[src/rtl/des_pkg.sv]
// Shared DES tables, sizes and key-schedule state encoding.
// Tables use FIPS 46 numbering: bit 1 is the MSB of the 64-bit key.
package des_pkg;

   localparam int NUM_ROUNDS = 16;
   localparam int SUBKEY_W   = 48;
   localparam int HALF_W     = 28;

   typedef enum logic [1:0] {
      ST_IDLE  = 2'd0,
      ST_GEN   = 2'd1,
      ST_READY = 2'd2
   } des_ks_state_e;

   // Element 0 is the first table entry, i.e. the source of output bit 1.
   localparam logic [0:55][5:0] PC1_TBL = {
      6'd57, 6'd49, 6'd41, 6'd33, 6'd25, 6'd17, 6'd9,
      6'd1,  6'd58, 6'd50, 6'd42, 6'd34, 6'd26, 6'd18,
      6'd10, 6'd2,  6'd59, 6'd51, 6'd43, 6'd35, 6'd27,
      6'd19, 6'd11, 6'd3,  6'd60, 6'd52, 6'd44, 6'd36,
      6'd63, 6'd55, 6'd47, 6'd39, 6'd31, 6'd23, 6'd15,
      6'd7,  6'd62, 6'd54, 6'd46, 6'd38, 6'd30, 6'd22,
      6'd14, 6'd6,  6'd61, 6'd53, 6'd45, 6'd37, 6'd29,
      6'd21, 6'd13, 6'd5,  6'd28, 6'd20, 6'd12, 6'd4
   };

   localparam logic [0:47][5:0] PC2_TBL = {
      6'd14, 6'd17, 6'd11, 6'd24, 6'd1,  6'd5,
      6'd3,  6'd28, 6'd15, 6'd6,  6'd21, 6'd10,
      6'd23, 6'd19, 6'd12, 6'd4,  6'd26, 6'd8,
      6'd16, 6'd7,  6'd27, 6'd20, 6'd13, 6'd2,
      6'd41, 6'd52, 6'd31, 6'd37, 6'd47, 6'd55,
      6'd30, 6'd40, 6'd51, 6'd45, 6'd33, 6'd48,
      6'd44, 6'd49, 6'd39, 6'd56, 6'd34, 6'd53,
      6'd46, 6'd42, 6'd50, 6'd36, 6'd29, 6'd32
   };

   localparam logic [0:15][1:0] SHIFT_TBL = {
      2'd1, 2'd1, 2'd2, 2'd2, 2'd2, 2'd2, 2'd2, 2'd2,
      2'd1, 2'd2, 2'd2, 2'd2, 2'd2, 2'd2, 2'd2, 2'd1
   };

   // Returns {C, D}: C in bits [55:28], D in bits [27:0].
   function automatic logic [55:0] pc1(input logic [63:0] key);
      logic [55:0] cd;
      cd = '0;
      for (int i = 0; i < 56; i++) begin
         cd[6'(55 - i)] = key[6'(64 - int'(PC1_TBL[i]))];
      end
      return cd;
   endfunction

   function automatic logic [SUBKEY_W-1:0] pc2(input logic [55:0] cd);
      logic [SUBKEY_W-1:0] k;
      k = '0;
      for (int i = 0; i < SUBKEY_W; i++) begin
         k[6'(47 - i)] = cd[6'(56 - int'(PC2_TBL[i]))];
      end
      return k;
   endfunction

endpackage

[src/rtl/des_rotate_pc2.sv]
// One key-schedule step: rotate C and D left by 1 or 2, then apply PC-2.
module des_rotate_pc2
   import des_pkg::*;
(
   input  logic [HALF_W-1:0]   c_i,
   input  logic [HALF_W-1:0]   d_i,
   input  logic [1:0]          shift_i,
   output logic [HALF_W-1:0]   c_o,
   output logic [HALF_W-1:0]   d_o,
   output logic [SUBKEY_W-1:0] subkey_o
);

   // The DES schedule only ever shifts by 1 or 2.
   assign c_o = (shift_i == 2'd2) ? {c_i[25:0], c_i[27:26]} : {c_i[26:0], c_i[27]};
   assign d_o = (shift_i == 2'd2) ? {d_i[25:0], d_i[27:26]} : {d_i[26:0], d_i[27]};

   assign subkey_o = pc2({c_o, d_o});

endmodule

[src/rtl/des_key_schedule.sv]
// Generates the 16 DES round subkeys into a local store, one per cycle,
// and serves indexed subkey reads with one cycle of registered latency.
module des_key_schedule
   import des_pkg::*;
(
   input  logic                clk,
   input  logic                rst,
   input  logic                key_load,
   input  logic [63:0]         key,
   output logic                busy,
   output logic                key_ready,
   input  logic                subkey_req,
   input  logic [3:0]          subkey_index,
   output logic                subkey_valid,
   output logic [SUBKEY_W-1:0] subkey,
   output logic                subkey_miss,
   output des_ks_state_e       state_dbg
);

   logic [55:0]         key_cd;
   logic [HALF_W-1:0]   c_q, d_q;
   logic [HALF_W-1:0]   c_rot, d_rot;
   logic [SUBKEY_W-1:0] rot_subkey;
   logic [3:0]          round_q;
   des_ks_state_e       state_q;
   logic                busy_q, key_ready_q;

   logic [SUBKEY_W-1:0] store_q [NUM_ROUNDS];
   logic [SUBKEY_W-1:0] subkey_q;
   logic                subkey_valid_q, subkey_miss_q;

   assign key_cd = pc1(key);

   des_rotate_pc2 u_rotate_pc2 (
      .c_i      (c_q),
      .d_i      (d_q),
      .shift_i  (SHIFT_TBL[round_q]),
      .c_o      (c_rot),
      .d_o      (d_rot),
      .subkey_o (rot_subkey)
   );

   // key_load wins in every state, so a load during GEN restarts cleanly.
   always_ff @(posedge clk or posedge rst) begin
      if (rst) begin
         state_q     <= ST_IDLE;
         round_q     <= '0;
         c_q         <= '0;
         d_q         <= '0;
         busy_q      <= 1'b0;
         key_ready_q <= 1'b0;
      end else if (key_load) begin
         state_q     <= ST_GEN;
         round_q     <= '0;
         c_q         <= key_cd[55:28];
         d_q         <= key_cd[27:0];
         busy_q      <= 1'b1;
         key_ready_q <= 1'b0;
      end else begin
         case (state_q)
            ST_GEN: begin
               c_q     <= c_rot;
               d_q     <= d_rot;
               round_q <= round_q + 4'd1;
               if (round_q == 4'(NUM_ROUNDS - 1)) begin
                  state_q     <= ST_READY;
                  busy_q      <= 1'b0;
                  key_ready_q <= 1'b1;
               end
            end
            default: ;
         endcase
      end
   end

   // Store has no reset: key_ready gates every read of it.
   always_ff @(posedge clk) begin
      if (state_q == ST_GEN) begin
         store_q[round_q] <= rot_subkey;
      end
   end

   always_ff @(posedge clk or posedge rst) begin
      if (rst) begin
         subkey_q       <= '0;
         subkey_valid_q <= 1'b0;
         subkey_miss_q  <= 1'b0;
      end else begin
         subkey_valid_q <= 1'b0;
         subkey_miss_q  <= 1'b0;
         if (subkey_req) begin
            if (key_ready_q) begin
               subkey_q       <= store_q[subkey_index];
               subkey_valid_q <= 1'b1;
            end else begin
               subkey_miss_q  <= 1'b1;
            end
         end
      end
   end

   assign busy         = busy_q;
   assign key_ready    = key_ready_q;
   assign subkey       = subkey_q;
   assign subkey_valid = subkey_valid_q;
   assign subkey_miss  = subkey_miss_q;
   assign state_dbg    = state_q;

endmodule
[config.mk]
export PLATFORM = sky130hd
export DESIGN_NAME = des_key_schedule
export DESIGN_NICKNAME = d
export VERILOG_FILES = /design/src/rtl/des_pkg.sv /design/src/rtl/des_rotate_pc2.sv /design/src/rtl/des_key_schedule.sv
export SDC_FILE = /design/constraint.sdc
export NUM_CORES = 1
export LEC_CHECK = 0
export ABC_AREA = 1
export CORE_UTILIZATION = 46
export CTS_BUF_LIST = sky130_fd_sc_hd__clkbuf_8
export CTS_CLUSTER_DIAMETER = 150
export CTS_CLUSTER_SIZE = 28
export DETAILED_ROUTE_END_ITERATION = 8
export DONT_BUFFER_PORTS = 1
export GPL_ROUTABILITY_DRIVEN = 0
export PLACE_DENSITY = 0.71
export SYNTH_ARGS = -nofsm -noshare
export SYNTH_HDL_FRONTEND = slang
export SYNTH_HIERARCHICAL = 1
export SYNTH_SLANG_ARGS = --single-unit
[constraint.sdc]
create_clock -name clk -period 5.7 [get_ports clk]
set_input_delay 1.14 -clock clk [delete_from_list [all_inputs] [get_ports clk]]
set_output_delay 1.14 -clock clk [all_outputs]
set_load 0.03 [all_outputs]
Word-level counts from Yosys, hierarchy flattened
Memory sizes are Yosys's and may differ from the RTL's. A register that Yosys moved wholly into a read port is not among the register bits.
Index checks and enable logic that the tools add are counted.
{ "totals": {"regBits": 114, "mem_count": 2, "inputBits": 72, "output_inout_bits": 54, "rom_bits": 32, "word_cells": 46, "ram_bits": 416} }
{ "memory_table": {"columns": ["name", "depth", "width", "rd", "rd_ports_with_merged_regs", "wr", "line", "rtl"], "rows": [
  ["store_q", 16, 26, 1, 1, 1, "des_key_schedule.sv:28", "logic [SUBKEY_W-1:0] store_q [NUM_ROUNDS];"],
  ["(no name shown)", 16, 2, 1, 0, 0, "des_key_schedule.sv:37", ".shift_i (SHIFT_TBL[round_q]),"]
]} }
{ "op_classes": {"add_sub_neg": 1, "n_mux": 25, "n_reduce_logical": 4, "n_eq_ne": 3, "bitwise_logic": 1, "order_cmp": 1} }
{ "op_table": {"columns": ["op", "count"], "rows": [
  ["28-bit two-way mux", 6],
  ["1-bit two-way mux", 12],
  ["2-bit two-way mux", 5],
  ["4-bit two-way mux", 2],
  ["5-bit >= comparator (second input constant)", 1],
  ["4-bit NOT with 5-bit output", 1],
  ["4-bit by 1-bit adder with 4-bit output (second input constant)", 1],
  ["4-bit == test (second input constant)", 1],
  ["2-bit AND reduction", 2],
  ["2-bit nonzero test", 2],
  ["2-bit by 1-bit == test with 1-bit output (second input constant)", 1],
  ["2-bit == test (second input constant)", 1]
]} }

Longest topological paths before layout
Gate-level depths: netlist (run 1).
{ "depth": {"word_depth": 8, "depth_mapped": 13, "ltp_nobuf": 11} }

Modules after synthesis
The synthesis (run 1) kept the hierarchy.
{ "by_module_without_submodules": {"columns": ["mod", "instances", "area_each_um2", "cells_per_inst", "seq_area_each_um2"], "rows": [
  ["des_key_schedule", 1, 35295.1, 2963, 25864.8],
  ["des_rotate_pc2", 1, 1204.9, 237, 0.0]
]} }

Worst setup path before layout (run 1)
OpenSTA, ideal clock, no wires.
{ "synth_timing": {"kind": "reg-to-reg", "start": "register key_ready (netlist name)", "end": "memory store_q[0][0] (netlist name), enable pin", "stages_incl_launch_ff": 6, "setup_time_ns": 0.454, "path_buffers": 0, "slack_ns": 2.261, "t_arrival_ns": 2.985, "required_time_ns": 5.246, "period_less_slack_ns": 3.439, "cell_sequence": "dfrtp_1 > inv_1 > nand2_1 > inv_1 > nand2_1 > nor2_1"} }
{ "synth_lines": {"columns": ["item", "line"], "rows": [
  ["end: declaration", "des_key_schedule.sv:28"]
]} }

Worst setup path after layout (run 1)
{ "layout_timing": {"start": "register state_q[0] (netlist: state_dbg[0])", "end": "memory store_q[4][24] (netlist name), enable pin"} }
{ "layout_between": {"elab_chain_cells": 3} }
{ "layout_lines": {"columns": ["item", "line", "rtl"], "rows": [
  ["start: declaration", "des_key_schedule.sv:25", "des_ks_state_e state_q;"],
  ["start signal: assignment", "des_key_schedule.sv:46", "state_q <= ST_IDLE;"],
  ["start signal: assignment", "des_key_schedule.sv:53", "state_q <= ST_GEN;"],
  ["start signal: assignment", "des_key_schedule.sv:66", "state_q <= ST_READY;"],
  ["2-bit by 1-bit == test with 1-bit output", "des_key_schedule.sv:78", "if (state_q == ST_GEN) begin"],
  ["1-bit two-way mux", "des_key_schedule.sv:78", null],
  ["1-bit two-way mux (implied by the code)", "des_key_schedule.sv:79", "store_q[round_q] <= rot_subkey;"]
]} }
No other way between the ends.

==> run summary, run 1 <==
In the post-route analysis, the smallest setup slack over all paths is 2300 ps. The path class of the tightest hold or removal check is in -> async. The post-synthesis adder-cell area fraction is 0.00206. The final-report max-slew violation count is 0. Buffers inserted during clock tree synthesis total 37.

The post-route minimum period is between 3000 and 4000 ps. The synthesized-area fraction occupied by xor and xnor cells is 0. The biggest area contributor in the post-synthesis netlist is sky130_fd_sc_hd__edfxtp_1.

Of the post-synthesis cell area, the dominant cell type holds 0.632. For met2 alone, demand over resource in global routing was 0.350. The number of antenna violations at the first check in global routing came out at 1. The remaining max-slew budget at the tightest pin is 0.173. The horizontal die dimension came out at 284 um. The maximum vdd ir drop came out at a little under 0.0004 V. The critical path startpoint is state_dbg[0]$_DFFE_PP0P_.

The sequential fraction of the synthesis area is 0.709. The worst register-to-register path begins at state_dbg[0]$_DFFE_PP0P_. The count of cells resized by post-cts repair came out at 0.

The slowest stage of the critical path is the sky130_fd_sc_hd__dfrtp_1 cell. The post-synthesis mux area share is 0. For the worst-skew pair, the clock arrives at the later sink with an insertion delay of roughly 700 ps. The clock sink count is 880. Row generation in the floorplan step produced around 100 rows. The first routing iteration left between 2,000 and 2,500 violations. The vertical die dimension is roughly 280 um. The complex-gate fraction of the synthesized area came out at 0.0136.

The number of cells on the worst reg-to-reg path is 5. The largest buffer count on any clock path came out at 3. The sum of negative setup slack came out at 0 ps.

For this run, global-route usage on met3 was measured as 0.0231. The global-route track usage on met1 came out at 0.286. Of the cells placed in the final design, the portion with a size suffix greater than 1 is 0.0348.

The clock transition time at the flip-flop clock pins of the worst setup and hold paths is between 150 and 200 ps. The share of the clock period used by the worst path is 0.597. The worst setup path is launched from a flop.

Sorting the synthesized cells by area gives the leading types as sky130_fd_sc_hd__edfxtp_1 (63%), sky130_fd_sc_hd__nand2_1 (13%), sky130_fd_sc_hd__nand3_1 (8.7%), sky130_fd_sc_hd__dfrtp_1 (7.7%), sky130_fd_sc_hd__buf_4 (1.7%). The number of placed instances, taps included came out at roughly 4,100. The average footprint of a synthesized cell came out at approximately 11 um^2.

The net count reported at finish came out at between 3,000 and 4,000. The maximum fanout along the worst path came out at 30. The mean number of vias per cell is ~5.5. In the global route stage, overall resource usage came out at 0.207. The fmax is between 200 and 300 MHz. The leakage power is 14.2 nW. The number of hold-repair buffers added at the cts stage is 0.

The synthesized instance count is approximately 3,200. For this run, design rule violations remaining after detail routing come to 0. Setup repair after global routing left no endpoint under its margin. The number of standard cells in the final layout excluding fillers is slightly above 4,000. The critical path capture point type is a flop.

After synthesis, the largest family of logic cells by area is simple AND/OR/NAND/NOR gates. The yosys synthesis warning count is 6. The most frequent cell on the critical path is sky130_fd_sc_hd__nand2_1.

The via count of the first global-routing pass is about 21,000. The initial core utilization is 0.468. The sum of internal, switching and leakage power is 0.0127 W. The slew at the pin with the worst max-slew slack came out at 1240 ps. Detailed placement ended at an HPWL of roughly 41,000 um. The run finished with clean final reports. The power per cell area came out at around 340 nW/um^2. The final hold violation count was 0. The number of H-tree levels is 2.

The required time reported for the critical path endpoint came out at roughly 6000 ps. Of the total synthesized cell area, the portion taken by AND, OR, NAND and NOR gates is 0.225. The tool flagged a number of max-cap violations equal to 0. The worst clock skew came out at roughly 52 ps.

The first-pass GRT wire length is 128,000 um. The routing layer with the top usage in global route is met2. Synthesis inferred 880 register bits. The synthesized area came out at ~37,000 um^2.

The CTS tree is done. The endpoint identified for the worst register-to-register timing path is store_q[4][24]$_DFFE_PP_. Data arrives at the worst endpoint at between 3000 and 4000 ps. The final core area utilization is 0.478. The delay of the slowest cell on the worst path is a little under 800 ps. In the final routed layout, each cell accounts on average for approximately 20 um. Walking the worst path, the cells encountered are nand2_1 -> inv_1 -> nand2_1 -> nor2_4 -> buf_4. At the placement stage, the worst setup path has a slack of roughly 2100 ps. The post-detailed-routing wire length came out at 84,100 um. Setup violations remaining at the end of the flow were counted as 0. The first-pass iteration count of the detailed router is 5.

The kind of critical path is reg -> reg. The core footprint came out at between 70,000 and 80,000 um^2. The setup fix buffers added after clock tree synthesis came out at 0. The total overflow left after global routing is 0. The number of primary I/O pins came out at 126. The top cell types in the final layout, fill and taps aside, are sky130_fd_sc_hd__nand2_1 (1,293), sky130_fd_sc_hd__edfxtp_1 (768), sky130_fd_sc_hd__nand3_1 (633). The routed layout has ~23,000 vias. The port buffer count is 0.

The maximum number of pins on one net before global-route repair is slightly below 400. The flop-to-flop setup slack is 2300 ps. The remaining antenna violation count is 0. The count of unique library cells instantiated by Yosys is 26. The area growth from synthesis to layout came out at 2.11%. The buffer type at the clock tree root is sky130_fd_sc_hd__clkbuf_8. The area of the die came out at a little over 80,000 um^2. In this run the worst setup path terminates at store_q[4][24]$_DFFE_PP_. Leaving out fill and tap cells, the most frequent cell in the layout is sky130_fd_sc_hd__nand2_1.
## layout make-up
cell class	instances	area (um^2)
inverters	22	110
diodes	2	5.00
flip-flops and latches	880	25900
repair buffers	39	318
multi-input cells	2069	9010
clock inverters	29	125
fillers	6738	40700
well taps	1040	1300
clock buffers	39	537
## metrics by stage
| stage | area (um^2) | hold WS, ps |
|---|---|---|
| 2_1_floorplan | 36600 | 488 |
| 3_3_place_gp | 36600 | 508 |
| 3_5_place_dp | 36600 | 507 |
| 4_1_cts | 37300 | 418 |
| 5_1_grt | 37300 | 427 |
| 6_report | 37300 | 436 |
## registers in the layout (all words and copies together) (netlist names)
signal	flops
store_q	768
subkey	48
state_dbg	1
key_ready	1
d_q	28
round_q	4
subkey_miss	1
c_q	28
subkey_valid	1
## layer usage
| layer | vias to the layer above | wire [um] | part of all wire |
|---|---|---|---|
| met5 | - | 0 | 0 |
| met4 | 0 | 1890 | 0.022 |
| met3 | 113 | 6250 | 0.074 |
| met2 | 911 | 41300 | 0.49 |
| met1 | 10900 | 34700 | 0.41 |
| li1 | 10600 | - | - |
## cell usage after synthesis
cell and number:
sky130_fd_sc_hd__buf_2 90, sky130_fd_sc_hd__nand3_1 633, sky130_fd_sc_hd__nand2_1 1295, sky130_fd_sc_hd__nand4_1 1, sky130_fd_sc_hd__conb_1 1, sky130_fd_sc_hd__nor2_2 1
sky130_fd_sc_hd__buf_12 1, sky130_fd_sc_hd__inv_1 17, sky130_fd_sc_hd__edfxtp_1 768, sky130_fd_sc_hd__buf_4 83, sky130_fd_sc_hd__a31oi_1 8, sky130_fd_sc_hd__clkbuf_1 19
sky130_fd_sc_hd__buf_1 7, sky130_fd_sc_hd__dfrtp_1 112, sky130_fd_sc_hd__a22o_1 40, sky130_fd_sc_hd__o21ai_0 5, sky130_fd_sc_hd__nor2_1 46, sky130_fd_sc_hd__buf_8 2
sky130_fd_sc_hd__o22ai_1 9, sky130_fd_sc_hd__a21oi_1 3, sky130_fd_sc_hd__ha_1 6, sky130_fd_sc_hd__inv_8 1, sky130_fd_sc_hd__buf_6 47, sky130_fd_sc_hd__inv_2 3
sky130_fd_sc_hd__clkinv_1 1, sky130_fd_sc_hd__clkbuf_2 1
## worst min path at each step
stage	endpoint	cells after the start	start
after floorplan	d_q[0]$_DFFE_PP0P_	1	d_q[0]$_DFFE_PP0P_
after CTS	key_ready$_DFFE_PP0P_	1	key_load
after global routing	key_ready$_DFFE_PP0P_	1	key_load
after detailed placement	c_q[19]$_DFFE_PP0P_	1	c_q[19]$_DFFE_PP0P_
final	subkey[20]$_DFFE_PP0P_	1	rst
after global placement	d_q[0]$_DFFE_PP0P_	1	d_q[0]$_DFFE_PP0P_
## critical path: cells and delay by family (launching register included)
kind                   cells  cell delay, ps
flip-flops                 1             780
AND/OR/NAND/NOR            3            1340
buffers and inverters      2             870
## cell families (layout without fill, tap and decap cells)
logic type,Yosys count,in the layout
and+or+nand+nor,1976,1976
DFF,880,880
buffers and inverters,272,129
AOI/OAI and AO/OA,65,65
adders and majority gates,6,6
other,1,24
## report_power, final
part	internal (W)	switching, W
registers	0.00805	0.000261
logic	0.000407	0.00155
clock network	0.000660	0.00180
total	0.00911	0.00361
(Power assumes the default switching activity.)
==> inputs of run 2 (changes only) <==
Settings changed: PLACE_DENSITY 0.71 to 0.73.
Clock period 5.7 ns to 3.1 ns, I/O delays scaled along.
==> run summary, run 2 (synthesis gave the netlist of run 1 again) <==
The post-route minimum period came out at approximately 2700 ps. The total overflow left after global routing is 0. The via count of the first global-routing pass was between 20,000 and 25,000. The run finished with clean final reports.

Across the VDD grid, the largest voltage drop is slightly above 0.0006 V. The critical path capture point type is a flop. The average wire per standard cell came out at roughly 20 um. After routing the design area is roughly 38,000 um^2. Post-CTS timing repair inserted 0 buffers for setup. The total stage count of the critical path came out at 10.

The max capacitance violation total is 0. Derived from the worst setup path, the maximum achievable clock frequency is around 380 MHz. Along the worst path, the maximum fanout reaches 56. The sum of buffers and inverters on the critical path is 2. The number of primary I/O pins came out at about 130. The clock sink count is slightly below 900. The largest single stage delay on the critical path is roughly 520 ps. The DRC marker count from the first detailed-route iteration came out at between 2,000 and 3,000. The power share of the clock group came out at 0.188.

The library cells used most frequently in the layout, excluding fill and tap cells, are sky130_fd_sc_hd__nand2_1 (1,293), sky130_fd_sc_hd__edfxtp_1 (768), sky130_fd_sc_hd__nand3_1 (633). The area growth from synthesis to layout came out at 3.76%. The leakage power is between 10 and 15 nW. In this run the critical register-to-register path is launched from round_q[0]$_DFFE_PP0P_. The critical path's slowest cell is sky130_fd_sc_hd__buf_4.

The remaining antenna violation count is 0. The flip-flop count of the largest register, all copies and words added came out at between 700 and 800. The first-pass iteration count of the detailed router came out at 5. The final-report max-slew violation count came out at 0.

STA classifies the critical path startpoint as a flop. The sequential cell fraction of total power is 0.648. Measured along the x axis, the die boundary spans 284 um. The total of fill cells in the finished design is ~6,600. Cell internal power was estimated by the tool at 0.0169 W. The part of the power in combinational logic is 0.164. The power per cell area came out at 622 nW/um^2. The post-detailed-routing wire length is roughly 84,000 um. The most common cell after layout, fill and taps aside is sky130_fd_sc_hd__nand2_1. The min-delay analysis places its worst path in the category in -> reg. In this run the standard cell core region covers roughly 78,000 um^2. The maximum number of pins on one net before global-route repair is 386. The worst register-to-register path has a depth of 10.

Ranked by flip-flop count, first place goes to store_q. The initial core utilization is 0.468. In this design, the largest share of critical-path delay is due to simple AND/OR/NAND/NOR gates. The buffer type at the clock tree root is sky130_fd_sc_hd__clkbuf_8. The total number of vias is about 23,000. The number of setup violations in the final report is 0. The overall global routing resource usage came out at 0.205. In this run the worst setup path begins at round_q[0]$_DFFE_PP0P_.

The sum of negative setup slack is 0 ps. The port buffer count came out at 0. Of the total power, the share spent switching nets is 0.284. The critical path ends at d_q[9]$_DFFE_PP0P_. The kind of critical path is reg -> reg. The number of antenna violations at the first check in global routing is 1. The required time reported for the critical path endpoint is 3740 ps. The clock reaches the later pin of the worst-skew pair after between 600 and 700 ps. The wire-length estimate of the detail-placed layout is approximately 42,000 um. Walking the worst path, the cells encountered are inv_1 -> ha_1 -> o21ai_0 -> nand2_1 -> o21ai_4 -> buf_4 -> nand3_1 -> nand2_1 -> o22ai_1 -> nor2_1.

The minimum hold slack came out at approximately 50 ps. TritonCTS built the clock tree. By instance count, the cell type seen most on the critical path is sky130_fd_sc_hd__nand2_1.

The layout cell share with drive strength beyond 1 came out at 0.0477. The worst clock skew is 42.8 ps. The total DRC errors in the routed layout is 0. Using the TritonRoute via totals, the vias-per-cell ratio works out to about 5.5. The number of H-tree levels came out at 2. Once placement finished, the instance area stood at ~37,000 um^2. After detailed placement, the design holds a cell count of between 4,000 and 5,000. The area of the die came out at 80,500 um^2. Counting the buffers created by CTS gives 37.

At the pin with the least slew margin, the transition time is around 680 ps. The share of the clock period used by the worst path is 0.857. The final hold violation count came out at 0.

The remaining max-slew budget at the tightest pin came out at 0.543. For this run, the number of standard cells in the final layout without fillers is 4,164. After the last flow step, the layout net total stands at between 3,000 and 4,000. Summed over all nets, the switching power comes to 0.00669 W. The number of placement rows is 102.

For the worst setup path, the data arrival time is 3300 ps. The flop-to-flop setup slack came out at 440 ps. The vertical die dimension is roughly 280 um. The final core area utilization is 0.486. Setup repair after global routing left no endpoint under its margin. The first-pass GRT wire length came out at 126,000 um.

Counting along the longest clock path gives a buffer depth of 3. The clock transition time at the flip-flop clock pins of the worst setup and hold paths is roughly 170 ps. The worst register-to-register path ends at d_q[9]$_DFFE_PP0P_.
[run 2: changes by cell type in the layout (fill, tap and decap cells not counted), sizes merged]
cell | previous run | this run
inv | 48 | 47
clkbuf | 39 | 37
dlygate4sd3 | 0 | 3
buf | 39 | 84
diode | 2 | 1
[run 2: repair_timing]
item	4_1_cts	5_1_grt
hold buffers	3	0
setup endpoints to repair	0	0
endpoints found under the hold margin	21	0
resized for setup	0	0
[run 2: how the worst min path moves through the flow]
| stage | endpoint | depth (start not counted) | startpoint |
|---|---|---|---|
| 5_1_grt | c_q[0]$_DFFE_PP0P_ | 2 | key_load |
| 3_5_place_dp | c_q[4]$_DFFE_PP0P_ | 1 | c_q[4]$_DFFE_PP0P_ |
| 2_1_floorplan | d_q[0]$_DFFE_PP0P_ | 1 | d_q[0]$_DFFE_PP0P_ |
| 3_3_place_gp | d_q[0]$_DFFE_PP0P_ | 1 | d_q[0]$_DFFE_PP0P_ |
| 4_1_cts | c_q[0]$_DFFE_PP0P_ | 2 | key_load |
| 6_report | c_q[0]$_DFFE_PP0P_ | 2 | key_load |
[run 2: layout make-up]
| cell class | instances | area (um^2) | share of cell area |
|---|---|---|---|
| clock buffer | 37 | 509 | 0.0134 |
| timing repair buffer | 87 | 961 | 0.0254 |
| sequential | 880 | 25900 | 0.683 |
| multi-input combinational | 2069 | 9010 | 0.238 |
| clock inverter | 28 | 118 | 0.00311 |
| tap | 1040 | 1300 | 0.0344 |
| inverter | 22 | 106 | 0.00281 |
| antenna | 1 | 2.50 | 0.0000661 |
[run 2: metrics by stage]
step                power (W)  setup WS (ps)
global placement       0.0192            610
detailed placement     0.0193            528
finish                 0.0235            444
floorplan              0.0182           -339
global route           0.0244            226
CTS                    0.0236            517
[run 2: metal layers]
layer	global-route usage	routed length (um)	part of all wire
met4	0.0589	2030	0.024
met3	0.0217	6780	0.081
met5	0	0	0
met1	0.276	33900	0.40
met2	0.350	41400	0.49
[run 2: power by group through the flow]
| stage | Combinational (W) | Clock (W) | Sequential (W) |
|---|---|---|---|
| CTS | 0.00385 | 0.00451 | 0.0152 |
| floorplan | 0.00272 | 0 | 0.0155 |
| global placement | 0.00374 | 0 | 0.0155 |
| global route | 0.00421 | 0.00487 | 0.0153 |
| detailed placement | 0.00383 | 0 | 0.0155 |
| finish | 0.00387 | 0.00443 | 0.0152 |
